$ cat config.mk
export PLATFORM = sky130hd
export DESIGN_NAME = seq_bin_to_bcd_display
export DESIGN_NICKNAME = d
export VERILOG_FILES = /design/src/rtl/seq_bin_to_bcd_display.sv
export SDC_FILE = /design/constraint.sdc
export NUM_CORES = 1
export LEC_CHECK = 0
export ABC_AREA = 0
export CORE_MARGIN = 10
export CORE_UTILIZATION = 30
export CTS_CLUSTER_SIZE = 28
export DETAILED_ROUTE_END_ITERATION = 10
export PLACE_DENSITY = 0.53
export SYNTH_ARGS = -nofsm -noshare
export SYNTH_HDL_FRONTEND = slang
export SYNTH_SLANG_ARGS = --single-unit
$ cat constraint.sdc
create_clock -name i_clk -period 2.7 [get_ports i_clk]
set_input_delay 0.54 -clock i_clk [delete_from_list [all_inputs] [get_ports i_clk]]
set_output_delay 0.54 -clock i_clk [all_outputs]
set_load 0.02 [all_outputs]
$ cat src/rtl/seq_bin_to_bcd_display.sv
// Sequential 40-bit to six-digit display formatter using a bit-serial double-dabble engine.
// Optional build macro LEADING_ZERO_BLANK_EN blanks leading zeros and floats the minus sign.
module seq_bin_to_bcd_display #(
    parameter int          BIN_W      = 20,
    parameter logic [5:0]  BLANK_CODE = 6'd63,
    parameter logic [5:0]  MINUS_CODE = 6'd62,
    parameter logic [5:0]  E_CODE     = 6'd14,
    parameter logic [5:0]  R_CODE     = 6'd27
) (
    input  logic        i_clk,
    input  logic        i_reset,
    input  logic        i_start,
    input  logic [39:0] i_value,
    input  logic        i_sign,
    input  logic        i_err,
    output logic        o_busy,
    output logic        o_done,
    output logic [5:0]  o_digit_pos,
    output logic [5:0]  o_ten_pos,
    output logic [5:0]  o_hundred_pos,
    output logic [5:0]  o_thousand_pos,
    output logic [5:0]  o_ten_thousand_pos,
    output logic [5:0]  o_hundred_thousand_pos
);

    localparam int CNT_W = $clog2(BIN_W + 1);

    typedef enum logic [1:0] {S_IDLE, S_CONV, S_FMT} state_t;

    state_t             r_state;
    state_t             w_next;
    logic [BIN_W-1:0]   r_bin;
    logic [23:0]        r_bcd;
    logic [CNT_W-1:0]   r_cnt;
    logic               r_sign;
    logic               r_bad;
    logic [23:0]        w_adj;
    logic [5:0]         w_code [6];
`ifdef LEADING_ZERO_BLANK_EN
    logic [2:0]         w_msd;
`endif

    always_ff @(posedge i_clk or posedge i_reset) begin
        if (i_reset) r_state <= S_IDLE;
        else         r_state <= w_next;
    end

    always_comb begin
        w_next = r_state;
        case (r_state)
            S_IDLE:  if (i_start) w_next = S_CONV;
            S_CONV:  if (r_cnt == CNT_W'(1)) w_next = S_FMT;
            S_FMT:   w_next = S_IDLE;
            default: w_next = S_IDLE;
        endcase
    end

    assign o_busy = (r_state != S_IDLE);

    always_comb begin
        for (int i = 0; i < 6; i++) begin
            w_adj[4*i +: 4] = (r_bcd[4*i +: 4] >= 4'd5) ? r_bcd[4*i +: 4] + 4'd3 : r_bcd[4*i +: 4];
        end
    end

    // Formatting: plain BCD codes, then sign placement, then the error pattern overrides all.
    always_comb begin
        for (int i = 0; i < 6; i++) begin
            w_code[i] = {2'b00, r_bcd[4*i +: 4]};
        end
`ifdef LEADING_ZERO_BLANK_EN
        w_msd = 3'd0;
        for (int i = 1; i < 6; i++) begin
            if (r_bcd[4*i +: 4] != 4'd0) w_msd = 3'(i);
        end
        for (int i = 1; i < 6; i++) begin
            if (3'(i) > w_msd) w_code[i] = BLANK_CODE;
            if (r_sign && (3'(i) == w_msd + 3'd1)) w_code[i] = MINUS_CODE;
        end
`else
        if (r_sign) w_code[5] = MINUS_CODE;
`endif
        if (r_bad) begin
            w_code[5] = BLANK_CODE;
            w_code[4] = BLANK_CODE;
            w_code[3] = BLANK_CODE;
            w_code[2] = E_CODE;
            w_code[1] = R_CODE;
            w_code[0] = R_CODE;
        end
    end

    always_ff @(posedge i_clk or posedge i_reset) begin
        if (i_reset) begin
            r_bin                  <= '0;
            r_bcd                  <= '0;
            r_cnt                  <= '0;
            r_sign                 <= 1'b0;
            r_bad                  <= 1'b0;
            o_done                 <= 1'b0;
            o_digit_pos            <= 6'd0;
            o_ten_pos              <= 6'd0;
            o_hundred_pos          <= 6'd0;
            o_thousand_pos         <= 6'd0;
            o_ten_thousand_pos     <= 6'd0;
            o_hundred_thousand_pos <= 6'd0;
        end else begin
            o_done <= 1'b0;
            case (r_state)
                S_IDLE: begin
                    if (i_start) begin
                        r_bin  <= i_value[BIN_W-1:0];
                        r_bcd  <= '0;
                        r_cnt  <= CNT_W'(BIN_W);
                        // Negative zero displays as plain 0.
                        r_sign <= i_sign && (i_value != 40'd0);
                        r_bad  <= i_err || (i_value > 40'd999999) || (i_sign && (i_value > 40'd99999));
                    end
                end
                S_CONV: begin
                    {r_bcd, r_bin} <= {w_adj[22:0], r_bin, 1'b0};
                    r_cnt          <= r_cnt - CNT_W'(1);
                end
                S_FMT: begin
                    o_done                 <= 1'b1;
                    o_digit_pos            <= w_code[0];
                    o_ten_pos              <= w_code[1];
                    o_hundred_pos          <= w_code[2];
                    o_thousand_pos         <= w_code[3];
                    o_ten_thousand_pos     <= w_code[4];
                    o_hundred_thousand_pos <= w_code[5];
                end
                default: ;
            endcase
        end
    end

endmodule

==> impl_metrics.csv, run 1 <==
group,metric,value,unit
global_route,grt_max_degree,67,
worst_setup_path,critPathRequiredTime,2.16,ns
global_route,grt_pass1_vias,3207,
sta,tightest_slew,0.7141,ns
synth,synth_warnings,0,
synth,yosys.area.top_type,"dfrtp_1",
clock_network,cts_buffers,9,
floorplan,fp.dieW,134.4,microns
synth,synth_top_family_by_area,"simple AND/OR/NAND/NOR gates",
clock_network,hold_buffers,0,
sta,hold_violations,0,
finish,diodes,0,
synth,synth-simple-area-share,19.04,%
synth,synth-edff-count,0,
synth,synthTopCellsByArea,"dfrtp_1 (51%), o21ai_0 (5.5%), nand2_1 (4.7%)",
placement,dp_hpwl,7162,microns
worst_setup_path,crit_type,"flip-flop to output pin",
drt,vias_per_cell,4.839,
power,powerDensity,1110,nW/um^2
clock_network,clock_sinks,80,
synth,syn_inst,415,
power,leakage,2.147,nW
clock_network,postCtsSetupRepairBufs,0,
finish,fill_cells,1325,
floorplan,num_rows,41,
synth,synth.top_cells.by_count,"dfrtp_1 (80), nand2_1 (49), nor2_1 (44)",
clock_network,tritoncts,"built",
sta,setup_viol,0,
synth,synth_most_common_cell,"dfrtp_1",
sta,setup_tns,0,ns
sta,relSlewSlack,52.34,%
synth,synthXorXnorAreaFrac,2.006,%
drt,route.detailed.drc,0,
drt,postRouteWirelength,9968,microns
sta,fin_crit_sh,80.96,%
drt,drtAntennaViolNets,0,
clock_network,cts_htree_levels,3,
worst_setup_path,worstSetupEndpointType,"output pin",
clock_network,cts_root_buffer,"clkbuf_16",
finish,nets,540,
min_path,hold_depth,2,
clock_network,cts_max_path_buffers,2,
synth,ys_seq_area_share,50.96,%
drt,drtPass1Iterations,4,
synth,synth_flop_cell,"dfrtp_1",
drt,drt_iter0_drc,215,
worst_setup_path,crit_path_start_kind,"flip-flop",
floorplan,die_area,18070,sq um
synth,synthMuxAreaShare,1.688,%
sta,slew_violations,0,
global_route,grt_pass1_wl,16630,microns
synth,synth_fa_ha_area_share,4.459,%
finish,drive_gt1_share,6.379,%
synth,synth.top_cell.area_share,50.96,%
drt,vias,3184,
worst_setup_path,critPathArrivalTime,1.65,ns
global_route,track_usage,11.37,%
synth,synth_seq_cells,80,
floorplan,core-area,12720,sq um
placement,gp_congestion,0.8075,
min_path,hold_class,"flip-flop to flip-flop",
worst_setup_path,worst-r2r-cell-count,4,
synth,synth-compound-area-share,15.57,%
synth,async_reset_ff_share,100.0,%
job,drv_cap,0,
synth,netlist_area,3929,sq um
clock_network,clock_latency,0.34,ns
sta,finalHoldWorstSlack,0.4620,ns
floorplan,io_pins,83,
placement,io_buffers,78,
synth,syn_avg_cell_area,9.467,sq um
global_route,antenna_found_initial,0,
floorplan,start_util,30.88,%
sta,period_needed,2.186,ns
sta,fmax,457.5,MHz
synth,synth.distinct_cells,45,
global_route,overflow,0,
power,peakVddDrop,589.4,uV
worst_setup_path,worstPathMaxFanout,5,
drt,post_drt_wl_per_cell,15.15,microns
floorplan,die_h,134.4,microns
outcome,status,"completed",
sta,finClkSkew,0.004584,ns
clock_network,cts.repair.resized,0,
sta,rsz0062_at_grt,"false",
finish,syn_to_final_growth,30.29,%
clock_network,clk_pin_slew,0.06,ns
flip-flops by register name, summed over array words and instances (netlist names):
signal	cells
r_bad	1
o_hundred_thousand_pos	5
o_thousand_pos	5
r_state	2
o_digit_pos	4
r_bin	20
o_hundred_pos	4
o_ten_thousand_pos	4
o_done	1
o_ten_pos	4
r_sign	1
r_bcd	24
r_cnt	5
cell usage in the layout, fill, tap and decap left out, types with 2 or more instances in the layout:
cell             count
dfrtp_1             80
clkdlybuf4s50_1     78
nand2_1             49
nor2_1              44
o21ai_0             43
nand3_1             21
o22ai_1             20
inv_1               17
ha_1                14
a21oi_1             11
o31ai_1             11
clkbuf_16            9
nand2b_1             7
a32o_1               6
xnor2_1              6
nor4_1               6
mux2_2               5
or3_1                5
buf_4                5
nand4_1              4
conb_1               4
nor3b_1              3
xor2_1               3
o22a_1               3
clkinv_2             3
nor3_1               3
nand3b_1             2
or4_1                2
critical path, cell delays in order, from the launching register on:
cell,delay [ns]
dfrtp_1,0.44
or2_2,0.33
clkdlybuf4s50_1,0.55
metal layers:
metal  wire length, microns  up-vias  global-route usage, %
met3                    501       11                  3.435
met4                    159        0                  4.474
met5                      0        -                      0
met1                   4676     1531                  14.32
met2                   4631       63                  17.78
li1                       -     1579                      -
cell type report:
cell class	instances	area [sq um]	area share [%]
clock inverters	5	56.30	1.100
repair buffers	84	838.3	16.38
clock buffers	11	242.7	4.742
multi-input cells	288	1695	33.12
flip-flops and latches	80	2002	39.11
well taps	172	215.2	4.204
inverters	18	68.82	1.344
path summary, 6_finish.rpt:
| path | startpoint | to | slack, ns |
|---|---|---|---|
| worst max-delay path | r_state[0] | o_busy | 0.51 |
| worst min-delay path | o_digit_pos[1] | o_digit_pos[1] | 0.46 |
| worst max register to register | r_state[0] | r_bcd[6] | 0.90 |
| worst min register to register | o_digit_pos[1] | o_digit_pos[1] | 0.46 |
| max in group asynchronous | i_reset | r_bcd[0] | 1.49 |
| min in group asynchronous | i_reset | r_bcd[1] | 0.51 |
cell families after synthesis:
logic type / count (synthesis)
AO/OA/AOI/OAI: 100
other: 1
AND/OR/NAND/NOR: 155
buffers and inverters: 50
multiplexers: 6
flip-flops: 80
XOR/XNOR: 9
adder cells (fa/ha/maj): 14
stage by stage:
stage                     cell area, sq um  power (mW)  worst slack [ns]  util (%)  instances
after global placement                4820       4.438            0.3567     37.88        642
final                                 5119       5.681            0.5140     40.23        658
after floorplan                       3940       3.750            0.1083         -        418
after CTS                             5119       5.749            0.4841     40.23        658
after global routing                  5119       6.160            0.4368     40.23        658
after detailed placement              4820       4.515            0.3225     37.88        642
power by group:
part	total, mW	leakage [nW]	switching, mW	internal [mW]
Sequential	2.11	0.933	0.396	1.71
Combinational	2.35	1.07	1.27	1.08
Clock	1.22	0.145	0.479	0.740
Total	5.68	2.15	2.15	3.53
No activity file was read; power rests on OpenSTA's default activity.
==> run 2, diff against run 1 <==
==> constraint.sdc (replaced) <==
create_clock -name i_clk -period 1.8 [get_ports i_clk]
set_input_delay 0.36 -clock i_clk [delete_from_list [all_inputs] [get_ports i_clk]]
set_output_delay 0.36 -clock i_clk [all_outputs]
set_load 0.02 [all_outputs]
==> run 2 against run 1 <==
Worst setup slack got worse by 0.41 ns. Clock power up 61%. Utilization rose by 1.6 points. Critical endpoint is now r_bcd[6]. Via count rose by 1.8%.
==> impl_metrics.csv, run 2 (same netlist as run 1, synthesis figures left out) <==
group,metric,value,unit
floorplan,start_util,30.88,%
sta,rsz0062_at_grt,"false",
global_route,grt_pass1_vias,3442,
placement,dp.cells,664,
clock_network,postCtsSetupRepairBufs,0,
finish,largest_register,"r_bcd",
clock_network,cts_htree_levels,3,
worst_setup_path,worstSetupEndpointType,"flip-flop",
finish,diodes,0,
global_route,overflow,0,
floorplan,fp.dieW,134.4,microns
global_route,antenna_found_initial,0,
worst_setup_path,cpPeakStageDelay,0.43,ns
drt,drtAntennaViolNets,0,
drt,post_drt_wl_per_cell,14.84,microns
worst_setup_path,path_cells,"inv_1 -> ha_1 -> nand2b_1 -> a21oi_1 -> mux2_2 -> o21ai_0",
clock_network,cts_root_buffer,"clkbuf_16",
worst_setup_path,worstPathMaxFanout,5,
floorplan,die_area,18070,sq um
finish,fin_cells,680,
worst_setup_path,critPathRequiredTime,2.06,ns
finish,fin_area,5326,sq um
sta,fin_crit_sh,94.13,%
sta,setup_viol,0,
finish,final_common_cell,"dfrtp_1",
finish,most-common-layout-cells,"dfrtp_1 (80), clkdlybuf4s50_1 (71), nand2_1 (49)",
sta,worst_slack,0.1057,ns
worst_setup_path,reg2reg_to,"r_bcd[6]",
worst_setup_path,critPathArrivalTime,1.95,ns
placement,gp_congestion,0.7667,
placement,dp_slack,-0.2562,ns
floorplan,io_pins,83,
floorplan,die_h,134.4,microns
clock_network,clk_pin_slew,0.06,ns
placement,dp_hpwl,7514,microns
sta,hold_violations,0,
worst_setup_path,crit_type,"flip-flop to flip-flop",
clock_network,cts_buffers,9,
global_route,grt_pass1_wl,17350,microns
finish,largest_reg_flops,24,
worst_setup_path,crit_path_start_kind,"flip-flop",
global_route,track_usage,11.67,%
job,drv_cap,0,
drt,postRouteWirelength,10090,microns
outcome,status,"completed",
worst_setup_path,worst-r2r-cell-count,6,
finish,reg_top3,"r_bcd x24, r_bin x20",
finish,drive_gt1_share,10.83,%
power,leakage,2.285,nW
clock_network,clock_sinks,80,
floorplan,core-area,12720,sq um
sta,fmax,590.2,MHz
finish,fill_cells,1294,
min_path,hold_class,"input port to asynchronous set/reset pin",
finish,nets,562,
drt,vias,3242,
drt,route.detailed.drc,0,
floorplan,num_rows,41,
clock_network,clock_latency,0.34,ns
worst_setup_path,reg2reg_from,"r_bcd[4]",
global_route,grt_max_degree,38,
placement,io_buffers,78,
clock_network,tritoncts,"built",
finish,syn_to_final_growth,35.57,%
worst_setup_path,cpMaxStageDelayCell,"dfrtp_1",
sta,finClkSkew,0.007827,ns
drt,drt_iter0_drc,155,
power,finalPower,8.857,mW
power,powerDensity,1663,nW/um^2
clock_network,cts_max_path_buffers,2,
drt,drtPass1Iterations,4,
sta,slew_violations,0,
power,peakVddDrop,588.2,uV
clock_network,hold_buffers,0,
placement,place_area,5012,sq um
worst_setup_path,rrSetupSlack,0.11,ns
drt,vias_per_cell,4.768,
sta,period_needed,1.694,ns
==> run 2: changes by cell type in the layout (fill, tap and decap cells not counted), sizes merged <==
cell,change
inv,+2
bufinv,+1
dlygate4sd2,+5
clkinv,-3
clkdlybuf4s50,-7
clkinvlp,+1
dlymetal6s2s,+1
buf,+22
==> run 2: repair_timing <==
action | in CTS | in global routing
setup endpoints to repair | 7 | 3
gates resized for setup | 7 | 3
hold endpoints to repair | 0 | 0
==> run 2: where the power goes <==
group          internal, mW  switching, mW  leakage (nW)  total, mW
logic                  1.77           1.96          1.20       3.73
clock network          1.22          0.752         0.153       1.97
registers              2.57          0.582         0.933       3.15
==> run 2: area by class of cell <==
class / instances / area, sq um / area share, %
clock inverter: 6 / 90.09 / 1.691
multi-input combinational: 288 / 1699 / 31.90
timing repair buffer: 106 / 1020 / 19.14
sequential: 80 / 2002 / 37.59
clock buffer: 10 / 229.0 / 4.299
inverter: 18 / 71.32 / 1.339
tap: 172 / 215.2 / 4.040
==> run 2: worst max-delay path: cells and delay by family, from the launching register on <==
kind | cells | cell delay, ns
compound gates | 2 | 0.42
fa+ha+maj | 1 | 0.20
buf+inv | 1 | 0.11
flops | 1 | 0.43
mux | 1 | 0.37
simple gates | 1 | 0.08
==> run 2: worst max-delay path by stage <==
stage                                 start  cells past startpoint                 to
after floorplan                 i_value[34]                      4              r_bad
after global placement           i_value[7]                      5             r_sign
after detailed placement        i_value[17]                      5             r_sign
after CTS                 o_thousand_pos[4]                      1  o_thousand_pos[5]
after global routing             i_value[7]                      5             r_sign
final                              r_bcd[4]                      6           r_bcd[6]
==> run 2: metrics by stage <==
stage / util (%) / hold WS (ns) / setup TNS [ns]
5_1_grt: 41.87 / 0.3752 / 0
6_report: 41.87 / 0.3555 / 0
3_5_place_dp: 39.40 / 0.4544 / -5.613
4_1_cts: 41.86 / 0.3615 / 0
2_1_floorplan: - / 0.4492 / 0
3_3_place_gp: 39.40 / 0.4516 / -5.254
==> run 2: per-layer routing <==
metal	vias up	part of all wire, %	GRT usage, %	wire length (microns)
li1	1615	-	-	-
met2	66	48	19.21	4867
met3	7	5.1	3.883	510
met4	0	0.91	2.902	92
met5	-	0	0	0
met1	1554	46	14.32	4624
==> run 3, diff against run 2 <==
--- a/config.mk
+++ b/config.mk
@@ -6,11 +6,11 @@
 export NUM_CORES = 1
 export LEC_CHECK = 0
 export ABC_AREA = 0
-export CORE_MARGIN = 10
 export CORE_UTILIZATION = 30
 export CTS_CLUSTER_SIZE = 28
 export DETAILED_ROUTE_END_ITERATION = 10
 export PLACE_DENSITY = 0.53
+export SKIP_LAST_GASP = 1
 export SYNTH_ARGS = -nofsm -noshare
 export SYNTH_HDL_FRONTEND = slang
 export SYNTH_SLANG_ARGS = --single-unit
==> run 3 against run 2 <==
Clock skew up 0.00081 ns. Sequential cell count unchanged. Sequential share of layout area up 0.080 points. Die area down 25%. Wire length down 7.5%. Critical path depth down 5. Final cell count down 0.59%. Fmax down 2.4%. Critical path type is now flip-flop to output pin. Critical endpoint is now o_thousand_pos[5]. Largest cell class unchanged. Highest routed layer unchanged.
==> impl_metrics.csv, run 3 (same netlist as run 1, synthesis figures left out) <==
group,metric,value,unit
worst_setup_path,critPathArrivalTime,1.38,ns
finish,fin_area,5315,sq um
placement,io_buffers,78,
drt,drtPass1Iterations,5,
finish,fin_cells,676,
worst_setup_path,crit_path_start_kind,"flip-flop",
worst_setup_path,crit_buf_inv,1,
worst_setup_path,crit_family,"buffers and inverters",
drt,drtAntennaViolNets,0,
worst_setup_path,critPathRequiredTime,1.44,ns
global_route,grt_max_degree,81,
drt,route.detailed.drc,0,
worst_setup_path,worstSetupEndpointType,"output pin",
power,peakVddDrop,518.2,uV
min_path,hold_class,"flip-flop to flip-flop",
clock_network,clock_latency,0.34,ns
sta,setup_viol,0,
finish,diodes,0,
power,finalPower,8.847,mW
worst_setup_path,worstPathMaxFanout,7,
floorplan,num_rows,41,
power,powerDensity,1665,nW/um^2
global_route,overflow,0,
sta,hold_violations,0,
finish,drive_gt1_share,9.921,%
global_route,grt_pass1_wl,15450,microns
power,leakage,2.299,nW
placement,dp_slack,-0.2733,ns
placement,dp_hpwl,6497,microns
drt,wl_met3,431,microns
finish,reg_top3,"r_bcd x24, r_bin x20",
clock_network,cts_htree_levels,3,
finish,largest_register,"r_bcd",
floorplan,core-area,12670,sq um
job,drv_cap,0,
drt,wl_met1,4519,microns
drt,wl_met2,4124,microns
sta,worst_slack,0.06367,ns
drt,top_layer_used,"met4",
worst_setup_path,path_cells,"clkdlybuf4s50_1",
floorplan,start_util,31.01,%
sta,slew_violations,0,
placement,place_area,4977,sq um
floorplan,fp.dieW,116.4,microns
clock_network,clock_sinks,80,
global_route,antenna_found_initial,0,
global_route,grt_pass1_vias,3100,
clock_network,cts_buffers,9,
drt,postRouteWirelength,9336,microns
finish,syn_to_final_growth,35.29,%
clock_network,cts_root_buffer,"clkbuf_16",
clock_network,cts_max_path_buffers,2,
drt,drt_iter0_drc,152,
placement,dp.cells,661,
outcome,status,"completed",
finish,nets,559,
sta,fin_crit_sh,96.46,%
sta,fmax,575.9,MHz
finish,largest_reg_flops,24,
placement,gp_congestion,0.7931,
worst_setup_path,cpMaxStageDelayCell,"clkdlybuf4s50_1",
worst_setup_path,crit_type,"flip-flop to output pin",
clock_network,tritoncts,"built",
floorplan,die_area,13560,sq um
finish,most-common-layout-cells,"dfrtp_1 (80), clkdlybuf4s50_1 (72), nand2_1 (49)",
floorplan,io_pins,83,
floorplan,die_h,116.4,microns
global_route,track_usage,15.10,%
clock_network,hold_buffers,0,
sta,finClkSkew,0.008637,ns
clock_network,postCtsSetupRepairBufs,0,
worst_setup_path,rrSetupSlack,0.17,ns
drt,vias,3229,
worst_setup_path,cpPeakStageDelay,0.63,ns
drt,vias_per_cell,4.777,
clock_network,clk_pin_slew,0.06,ns
drt,post_drt_wl_per_cell,13.81,microns
sta,period_needed,1.736,ns
finish,final_common_cell,"dfrtp_1",
==> run 3: changes by cell type in the layout (fill, tap and decap cells not counted), moves of 2 or more <==
cell | before | now
buf_4 | 25 | 23
clkbuf_8 | 0 | 2
dlygate4sd2_1 | 5 | 0
dlymetal6s2s_1 | 1 | 5
inv_6 | 2 | 0
==> run 3: repair_timing <==
item | CTS | global route
gates resized for setup | 1 | 7
endpoints found under the setup margin | 1 | 8
cloned | 0 | 0
==> run 3: area by class of cell <==
| class | count | area [sq um] |
|---|---|---|
| fill | 1271 | 7356 |
| clock inverter | 3 | 65.06 |
| sequential | 80 | 2002 |
| timing repair buffer | 103 | 1006 |
| inverter | 18 | 71.32 |
| multi-input combinational | 288 | 1699 |
| tap | 172 | 215.2 |
| clock buffer | 12 | 256.5 |
==> run 3: path summary, 6_finish.rpt <==
| path | end | cells after the start | startpoint |
|---|---|---|---|
| hold / removal | o_digit_pos[1] | 2 | o_digit_pos[1] |
| setup reg to reg | r_bcd[14] | 6 | r_bcd[12] |
| setup / recovery | o_thousand_pos[5] | 1 | o_thousand_pos[4] |
| max in group asynchronous | r_bin[19] | 3 | i_reset |
| min in group asynchronous | o_digit_pos[0] | 3 | i_reset |
| hold reg to reg | o_digit_pos[1] | 2 | o_digit_pos[1] |
==> run 3: stage by stage <==
stage          hold WS [ns]  util (%)    TNS [ns]
2_1_floorplan        0.4492         -           0
3_3_place_gp         0.4499     39.28      -5.358
3_5_place_dp         0.4555     39.28      -5.997
4_1_cts              0.4683     41.81           0
5_1_grt              0.4944     41.95  -0.0003380
6_report             0.4601     41.95           0
==> run 3: worst register-to-register path, delay by kind of cell, from the launching register on <==
kind	cells	cell delay, ns
buf+inv	1	0.11
simple gates	1	0.08
mux	1	0.36
fa+ha+maj	1	0.20
compound gates	2	0.39
flops	1	0.43
==> run 3: power by group <==
| group | leakage (nW) | internal [mW] | switching, mW | total [mW] |
|---|---|---|---|---|
| clock network | 0.159 | 1.28 | 0.705 | 1.99 |
| registers | 0.933 | 2.57 | 0.564 | 3.13 |
| logic | 1.21 | 1.79 | 1.94 | 3.73 |
==> run 3: metal layers <==
metal	vias to the layer above	global-route usage, %
met2	78	23.59
met3	18	3.166
met1	1519	19.49
li1	1614	-
met5	-	0
met4	0	8.376
